$ cat src/rtl/sr_load_sequencer_if.sv
// Handshake and chain-drive bundle between the configuration requesters and
// the serial load sequencer.
interface sr_load_sequencer_if #(
   parameter int SIZESRSTAT  = 88,
   parameter int SIZESRDYN   = 16,
   parameter int SIZEADDRMUX = 7
);
   logic                   req_stat;
   logic [SIZESRSTAT-1:0]  data_stat;
   logic                   req_dyn;
   logic [SIZESRDYN-1:0]   data_dyn;
   logic                   abort;
   logic                   sel_stat;
   logic                   sel_dyn;
   logic                   sr_en;
   logic                   signal_out;
   logic                   en_fin;
   logic                   ack_stat;
   logic                   ack_dyn;
   logic                   busy;
   logic [SIZEADDRMUX-1:0] bit_idx;

   // Requester / configuration side.
   modport master (
      output req_stat, data_stat, req_dyn, data_dyn, abort,
      input  sel_stat, sel_dyn, sr_en, signal_out, en_fin,
             ack_stat, ack_dyn, busy, bit_idx
   );

   // Sequencer side.
   modport slave (
      input  req_stat, data_stat, req_dyn, data_dyn, abort,
      output sel_stat, sel_dyn, sr_en, signal_out, en_fin,
             ack_stat, ack_dyn, busy, bit_idx
   );
endinterface

$ cat src/rtl/sr_load_sequencer.sv
// Shares one serial configuration chain between a static and a dynamic
// requester: arbitrate, serialize MSB-first, latch, acknowledge.
module sr_load_sequencer #(
   parameter int SIZESRSTAT  = 88,
   parameter int SIZESRDYN   = 16,
   parameter int SIZEADDRMUX = 7
) (
   input logic              CLK,
   input logic              RST,
   sr_load_sequencer_if.slave bus
);

   localparam int PAD_W = SIZESRSTAT - SIZESRDYN;
   localparam logic [SIZEADDRMUX-1:0] LAST_STAT = SIZEADDRMUX'(SIZESRSTAT - 1);
   localparam logic [SIZEADDRMUX-1:0] LAST_DYN  = SIZEADDRMUX'(SIZESRDYN - 1);

   if ((2 ** SIZEADDRMUX) < SIZESRSTAT) begin : g_bad_addr_width
      $error("SIZEADDRMUX too small to index SIZESRSTAT bits");
   end
   if (SIZESRDYN >= SIZESRSTAT) begin : g_bad_dyn_width
      $error("SIZESRDYN must be smaller than SIZESRSTAT");
   end

   typedef enum logic [2:0] {
      IDLE  = 3'd0,
      LOAD  = 3'd1,
      SHIFT = 3'd2,
      LATCH = 3'd3,
      DONE  = 3'd4
   } state_t;

   state_t                  state_r;
   logic                    grant_stat_r;      // 1: static owns the chain
   logic                    last_grant_stat_r; // 1: static was granted last
   logic [SIZESRSTAT-1:0]   shadow_r;          // bits still to be shifted, MSB-aligned
   logic [SIZEADDRMUX-1:0]  bit_idx_r;
   logic                    sel_stat_r;
   logic                    sel_dyn_r;
   logic                    sr_en_r;
   logic                    signal_out_r;
   logic                    en_fin_r;
   logic                    ack_stat_r;
   logic                    ack_dyn_r;
   logic                    busy_r;

   logic                    grant_valid_s;
   logic                    pick_stat_s;
   logic                    cancel_s;
   logic [SIZESRSTAT-1:0]   aligned_s;

   // Arbitration: abort blocks any grant, contention alternates.
   always_comb begin
      grant_valid_s = 1'b0;
      pick_stat_s   = 1'b0;
      if (bus.abort) begin
         grant_valid_s = 1'b0;
         pick_stat_s   = 1'b0;
      end else if (bus.req_stat && bus.req_dyn) begin
         grant_valid_s = 1'b1;
         pick_stat_s   = ~last_grant_stat_r;
      end else if (bus.req_stat) begin
         grant_valid_s = 1'b1;
         pick_stat_s   = 1'b1;
      end else if (bus.req_dyn) begin
         grant_valid_s = 1'b1;
         pick_stat_s   = 1'b0;
      end else begin
         grant_valid_s = 1'b0;
         pick_stat_s   = 1'b0;
      end
   end

   // Granted word, MSB-aligned so both chains shift out of the same bit.
   always_comb begin
      aligned_s = '0;
      if (grant_stat_r) begin
         aligned_s = bus.data_stat;
      end else begin
         aligned_s = {bus.data_dyn, {PAD_W{1'b0}}};
      end
   end

   // Abort only cancels while the chain is still being filled.
   always_comb begin
      cancel_s = 1'b0;
      if (bus.abort && ((state_r == LOAD) || (state_r == SHIFT))) begin
         cancel_s = 1'b1;
      end else begin
         cancel_s = 1'b0;
      end
   end

   // Sequencer FSM with all chain-side outputs registered.
   always_ff @(posedge CLK or posedge RST) begin
      if (RST) begin
         state_r           <= IDLE;
         grant_stat_r      <= 1'b0;
         last_grant_stat_r <= 1'b0;
         shadow_r          <= '0;
         bit_idx_r         <= '0;
         sel_stat_r        <= 1'b0;
         sel_dyn_r         <= 1'b0;
         sr_en_r           <= 1'b0;
         signal_out_r      <= 1'b0;
         en_fin_r          <= 1'b0;
         ack_stat_r        <= 1'b0;
         ack_dyn_r         <= 1'b0;
         busy_r            <= 1'b0;
      end else if (cancel_s) begin
         // last_grant is deliberately kept so the other side wins next time.
         state_r      <= IDLE;
         shadow_r     <= '0;
         bit_idx_r    <= '0;
         sel_stat_r   <= 1'b0;
         sel_dyn_r    <= 1'b0;
         sr_en_r      <= 1'b0;
         signal_out_r <= 1'b0;
         en_fin_r     <= 1'b0;
         ack_stat_r   <= 1'b0;
         ack_dyn_r    <= 1'b0;
         busy_r       <= 1'b0;
      end else begin
         case (state_r)
            IDLE: begin
               ack_stat_r <= 1'b0;
               ack_dyn_r  <= 1'b0;
               if (grant_valid_s) begin
                  state_r           <= LOAD;
                  grant_stat_r      <= pick_stat_s;
                  last_grant_stat_r <= pick_stat_s;
                  sel_stat_r        <= pick_stat_s;
                  sel_dyn_r         <= ~pick_stat_s;
                  bit_idx_r         <= pick_stat_s ? LAST_STAT : LAST_DYN;
                  busy_r            <= 1'b1;
               end else begin
                  state_r    <= IDLE;
                  sel_stat_r <= 1'b0;
                  sel_dyn_r  <= 1'b0;
                  bit_idx_r  <= '0;
                  busy_r     <= 1'b0;
               end
            end
            LOAD: begin
               state_r      <= SHIFT;
               shadow_r     <= aligned_s << 1;
               signal_out_r <= aligned_s[SIZESRSTAT-1];
               sr_en_r      <= 1'b1;
            end
            SHIFT: begin
               if (bit_idx_r == '0) begin
                  state_r      <= LATCH;
                  shadow_r     <= '0;
                  sr_en_r      <= 1'b0;
                  signal_out_r <= 1'b0;
                  en_fin_r     <= 1'b1;
               end else begin
                  state_r      <= SHIFT;
                  shadow_r     <= shadow_r << 1;
                  signal_out_r <= shadow_r[SIZESRSTAT-1];
                  bit_idx_r    <= bit_idx_r - SIZEADDRMUX'(1);
               end
            end
            LATCH: begin
               state_r    <= DONE;
               en_fin_r   <= 1'b0;
               sel_stat_r <= 1'b0;
               sel_dyn_r  <= 1'b0;
               ack_stat_r <= grant_stat_r;
               ack_dyn_r  <= ~grant_stat_r;
            end
            DONE: begin
               state_r    <= IDLE;
               ack_stat_r <= 1'b0;
               ack_dyn_r  <= 1'b0;
               busy_r     <= 1'b0;
            end
            default: begin
               state_r      <= IDLE;
               shadow_r     <= '0;
               bit_idx_r    <= '0;
               sel_stat_r   <= 1'b0;
               sel_dyn_r    <= 1'b0;
               sr_en_r      <= 1'b0;
               signal_out_r <= 1'b0;
               en_fin_r     <= 1'b0;
               ack_stat_r   <= 1'b0;
               ack_dyn_r    <= 1'b0;
               busy_r       <= 1'b0;
            end
         endcase
      end
   end

   assign bus.sel_stat   = sel_stat_r;
   assign bus.sel_dyn    = sel_dyn_r;
   assign bus.sr_en      = sr_en_r;
   assign bus.signal_out = signal_out_r;
   assign bus.en_fin     = en_fin_r;
   assign bus.ack_stat   = ack_stat_r;
   assign bus.ack_dyn    = ack_dyn_r;
   assign bus.busy       = busy_r;
   assign bus.bit_idx    = bit_idx_r;

endmodule

$ cat src/flat_wrapper.sv
// flat-port wrapper written by rule: the top's interface ports become plain ports
module sr_load_sequencer_flat 
#(
   parameter int SIZESRSTAT  = 88,
   parameter int SIZESRDYN   = 16,
   parameter int SIZEADDRMUX = 7
)
  (CLK, RST, bus_req_stat, bus_data_stat, bus_req_dyn, bus_data_dyn, bus_abort, bus_sel_stat, bus_sel_dyn, bus_sr_en, bus_signal_out, bus_en_fin, bus_ack_stat, bus_ack_dyn, bus_busy, bus_bit_idx);
  sr_load_sequencer_if #(.SIZESRSTAT(SIZESRSTAT), .SIZESRDYN(SIZESRDYN), .SIZEADDRMUX(SIZEADDRMUX)) bus_i ();
  input logic CLK;
  input logic RST;
  input wire logic [$bits(bus_i.req_stat)-1:0] bus_req_stat;
  input wire logic [$bits(bus_i.data_stat)-1:0] bus_data_stat;
  input wire logic [$bits(bus_i.req_dyn)-1:0] bus_req_dyn;
  input wire logic [$bits(bus_i.data_dyn)-1:0] bus_data_dyn;
  input wire logic [$bits(bus_i.abort)-1:0] bus_abort;
  output wire logic [$bits(bus_i.sel_stat)-1:0] bus_sel_stat;
  output wire logic [$bits(bus_i.sel_dyn)-1:0] bus_sel_dyn;
  output wire logic [$bits(bus_i.sr_en)-1:0] bus_sr_en;
  output wire logic [$bits(bus_i.signal_out)-1:0] bus_signal_out;
  output wire logic [$bits(bus_i.en_fin)-1:0] bus_en_fin;
  output wire logic [$bits(bus_i.ack_stat)-1:0] bus_ack_stat;
  output wire logic [$bits(bus_i.ack_dyn)-1:0] bus_ack_dyn;
  output wire logic [$bits(bus_i.busy)-1:0] bus_busy;
  output wire logic [$bits(bus_i.bit_idx)-1:0] bus_bit_idx;
  assign bus_i.req_stat = bus_req_stat;
  assign bus_i.data_stat = bus_data_stat;
  assign bus_i.req_dyn = bus_req_dyn;
  assign bus_i.data_dyn = bus_data_dyn;
  assign bus_i.abort = bus_abort;
  assign bus_sel_stat = bus_i.sel_stat;
  assign bus_sel_dyn = bus_i.sel_dyn;
  assign bus_sr_en = bus_i.sr_en;
  assign bus_signal_out = bus_i.signal_out;
  assign bus_en_fin = bus_i.en_fin;
  assign bus_ack_stat = bus_i.ack_stat;
  assign bus_ack_dyn = bus_i.ack_dyn;
  assign bus_busy = bus_i.busy;
  assign bus_bit_idx = bus_i.bit_idx;
  sr_load_sequencer #(.SIZESRSTAT(SIZESRSTAT), .SIZESRDYN(SIZESRDYN), .SIZEADDRMUX(SIZEADDRMUX)) u_core (.CLK(CLK), .RST(RST), .bus(bus_i));
endmodule
$ cat config.mk
export PLATFORM = sky130hd
export DESIGN_NAME = sr_load_sequencer_flat
export DESIGN_NICKNAME = d
export VERILOG_FILES = /design/src/rtl/sr_load_sequencer_if.sv /design/src/rtl/sr_load_sequencer.sv /design/src/flat_wrapper.sv
export SDC_FILE = /design/constraint.sdc
export NUM_CORES = 1
export LEC_CHECK = 0
export ABC_AREA = 1
export BUFFER_PORTS_ARGS = -buffer_cell sky130_fd_sc_hd__clkbuf_2
export CAP_MARGIN = 20
export CORE_MARGIN = 2
export CORE_UTILIZATION = 55
export CTS_CLUSTER_DIAMETER = 80
export DETAILED_ROUTE_END_ITERATION = 8
export PLACE_DENSITY = 0.93
export SLEW_MARGIN = 10
export SYNTH_ARGS = -nofsm -noshare
export SYNTH_HDL_FRONTEND = slang
export SYNTH_SLANG_ARGS = --single-unit
$ cat constraint.sdc
create_clock -name CLK -period 7.9 [get_ports CLK]
set_input_delay 0.395 -clock CLK [delete_from_list [all_inputs] [get_ports CLK]]
set_output_delay 0.395 -clock CLK [all_outputs]
set_load 0.02 [all_outputs]
==> out/results.ini <==
[clock_network]
clk_latency_ns = 0.36
cts_sinks = 106
cts.repair.resized = 0
cts_buffer_depth = 2
cts.clk_slew.worst_paths_ns = 0.10
htreeDepth = 3
root_buffer = clkbuf_8
ctsHoldBuffers = 1
cts_buffers = 9
cts_tree = built
post-cts-setup-buffers = 0

[logic_synthesis]
syn_nets = 866
ys_top_cells_by_count = nand2_1, o21ai_0, dfrtp_1, inv_1, nand3_1
synth_edf_count = 0
synth_top_area_share_pct = 46.9
ys_ff_latch = 106
ys_types = 28
synth.avg_cell_area_um2 = 7.48
syn_inst = 756
syn_area_um2 = 5650
ys_async_sr_fraction_pct = 100
ys_warn_count = 0
ys_seq_area_share_pct = 46.9
yosysTopAreaCell = dfrtp_1
synth_area_leaders = dfrtp_1, nand2_1, o21ai_0, nand3_1, inv_1
yosysMostFrequentCell = nand2_1
synth-main-ff-cell = dfrtp_1

[place]
post_dp_cell_area_um2 = 6180
dp.cells = 973
dpl.hpwl_um = 8210
place_ws_ns = 5.33
place_congestion = 0.845
port_buffers = 123

[setup_path]
setup.worst_path.end_class = flop
worstReg2RegEnd = u_core.bus.bit_idx[5]
worstSetupPathType = reg2reg
arrival_ns = 2.91
cp_common_cell = nand2_1
cp_slowest_cell = buf_4
critPathCapture = u_core.bus.bit_idx[5]
slowest_delay_ns = 0.58
crit_path_start = u_core.state_r[0]
path_depth = 9
reg2reg_from = u_core.state_r[0]
worst-path-buf-inv = 2
critPathMaxFanout = 55
critical_path.top_delay_family = simple AND/OR/NAND/NOR gates
r2r_cells = 9
required_ns = 8.19
rrSetupSlack_ns = 5.28
cp_cell_sequence = inv_2 > nand3_2 > nand2_1 > nand2_2 > buf_4 > nand2_1 > nand2_1 > nand2_1 > o21ai_1
critPathLaunchType = flop

[routing]
ant_nets = 0
first_pass_iters = 5
route.detailed.drc = 0
via_per_inst = 5.22
wl_per_cell_um = 12.7
wirelength_um = 12600
via_count = 5175
initialDrtViolationCount = 410

[final_layout]
stdcell_area_um2 = 6430
drive_gt1_share_pct = 19.4
n_antenna_cell = 0
fillers = 901
nets = 960
multiInputGateArea_um2 = 2310
areaGrowthSynthToFinish_pct = 13.8
layout.area.seq_um2 = 2650
layout.cells.non_filler = 991

[power]
p_per_area_nw_per_um2 = 348
vdd_drop_max_uv = 179
leakage_uw = 0.00303

[floorplan]
start_util_pct = 55.8
die_h_um = 105
die_area_um2 = 11100
rows = 37
core_um2 = 10100
chipWidth_um = 105
ioPinCount = 124

[global_routing]
grt_pass1_wl_um = 21600
antenna_found_initial = 0
grt_max_degree = 92
overflow = 0
grt_pass1_vias = 4847
grt_usage_pct = 23.5

[run_status]
outcome = complete, no violations

[sta]
whs_ns = 0.311
rsz0062_at_grt = false
setup-tns-final_ns = 0
period_needed_ns = 2.62
timing.final.crit_share_pct = 33.1
hold_viol = 0
setup_viol = 0
max_freq_mhz = 382
clock_skew_ns = 0.0133
worstMarginPinSlew_ns = 0.891
setup_ws_ns = 5.28
max_slew_margin_pct = 40.6
finalMaxSlewViolations = 0

[flow_run]
drv_cap = 0

[hold_path]
worstHoldPathType = in2reg

[metal layers]
| layer | part of all wire (%) | GRT usage, % | wire length, um |
|---|---|---|---|
| met3 | 6.4 | 3.59 | 805 |
| met5 | 0 | 0 | 0 |
| met4 | 1.4 | 7.71 | 181 |
| met1 | 44 | 31.2 | 5610 |
| met2 | 48 | 39.7 | 6040 |
[power breakdown]
part,switching [uW],internal [uW]
sequential,91.8,782
combinational,737,281
clock,188,159
[worst reg2reg max path: stages, from the launching register on]
cell     delay, ns
dfrtp_1       0.50
inv_2         0.12
nand3_2       0.12
nand2_1       0.07
nand2_2       0.52
buf_4         0.60
nand2_1       0.17
nand2_1       0.24
nand2_1       0.10
o21ai_1       0.09
[cell families after synthesis]
family                     Yosys count  synth area share [%]
xor gates and xnor gates             1                 0.155
buffers and inverters              152                  12.4
DFF                                106                  46.9
adders and majority gates            1                 0.221
and+or+nand+nor                    300                  22.5
AOI/OAI and AO/OA                  196                  17.8
[placed cells by master, fill, tap and decap left out]
cell / instances
buf_4: 6
clkinvlp_4: 2
dfrtp_2: 1
nand2_1: 194
bufinv_16: 1
o21ai_1: 65
o21ai_2: 6
xor2_1: 1
clkinv_4: 2
dlygate4sd3_1: 1
inv_4: 1
ha_1: 1
nand3_1: 80
o211ai_1: 1
clkinv_1: 1
nor2_8: 1
o21ai_0: 117
nand4_1: 2
o22ai_1: 1
nor2_1: 16
inv_8: 1
nor2_4: 2
nand3_2: 1
or2_2: 1
nand2_2: 3
inv_1: 98
clkbuf_8: 10
clkbuf_2: 123
a21oi_1: 6
buf_16: 1
dfrtp_1: 105
inv_2: 4
[how the worst min path moves through the flow]
stage	endpoint	from	slack (ns)	cells after the start
4_1_cts	u_core.shadow_r[1]	bus_data_stat[0]	0.29	3
2_1_floorplan	u_core.shadow_r[17]	u_core.shadow_r[17]	0.48	2
6_report	u_core.shadow_r[1]	bus_data_stat[0]	0.31	3
5_1_grt	u_core.shadow_r[1]	bus_data_stat[0]	0.32	3
3_3_place_gp	u_core.shadow_r[46]	RST	0.34	2
3_5_place_dp	u_core.shadow_r[46]	RST	0.34	2
[flip-flops by register name, indices dropped and copies added, names as in the netlist]
register / flops
u_core.bus.bit_idx: 7
u_core.bus.sel_dyn: 1
u_core.bus.signal_out: 1
u_core.bus.ack_stat: 1
u_core.state_r: 3
u_core.bus.en_fin: 1
u_core.shadow_r: 87
u_core.bus.busy: 1
u_core.grant_stat_r: 1
u_core.bus.sel_stat: 1
u_core.bus.ack_dyn: 1
u_core.bus.sr_en: 1
[area by class of cell]
class	count	area share, %
Multi-Input combinational cell	498	35.9
Tap cell	136	2.64
Timing Repair Buffer	131	10.9
Clock inverter	6	1.15
Sequential cell	106	41.2
Clock buffer	10	2.14
Inverter	104	6.11
[metrics by stage]
stage / utilization (%) / total power, uW
finish: 63.5 / 2240
global route: 63.5 / 2440
CTS: 63.2 / 2250
detailed placement: 61.0 / 1900
global placement: 61.0 / 1860
floorplan: - / 1710
Power figures use the tool's default switching activity.
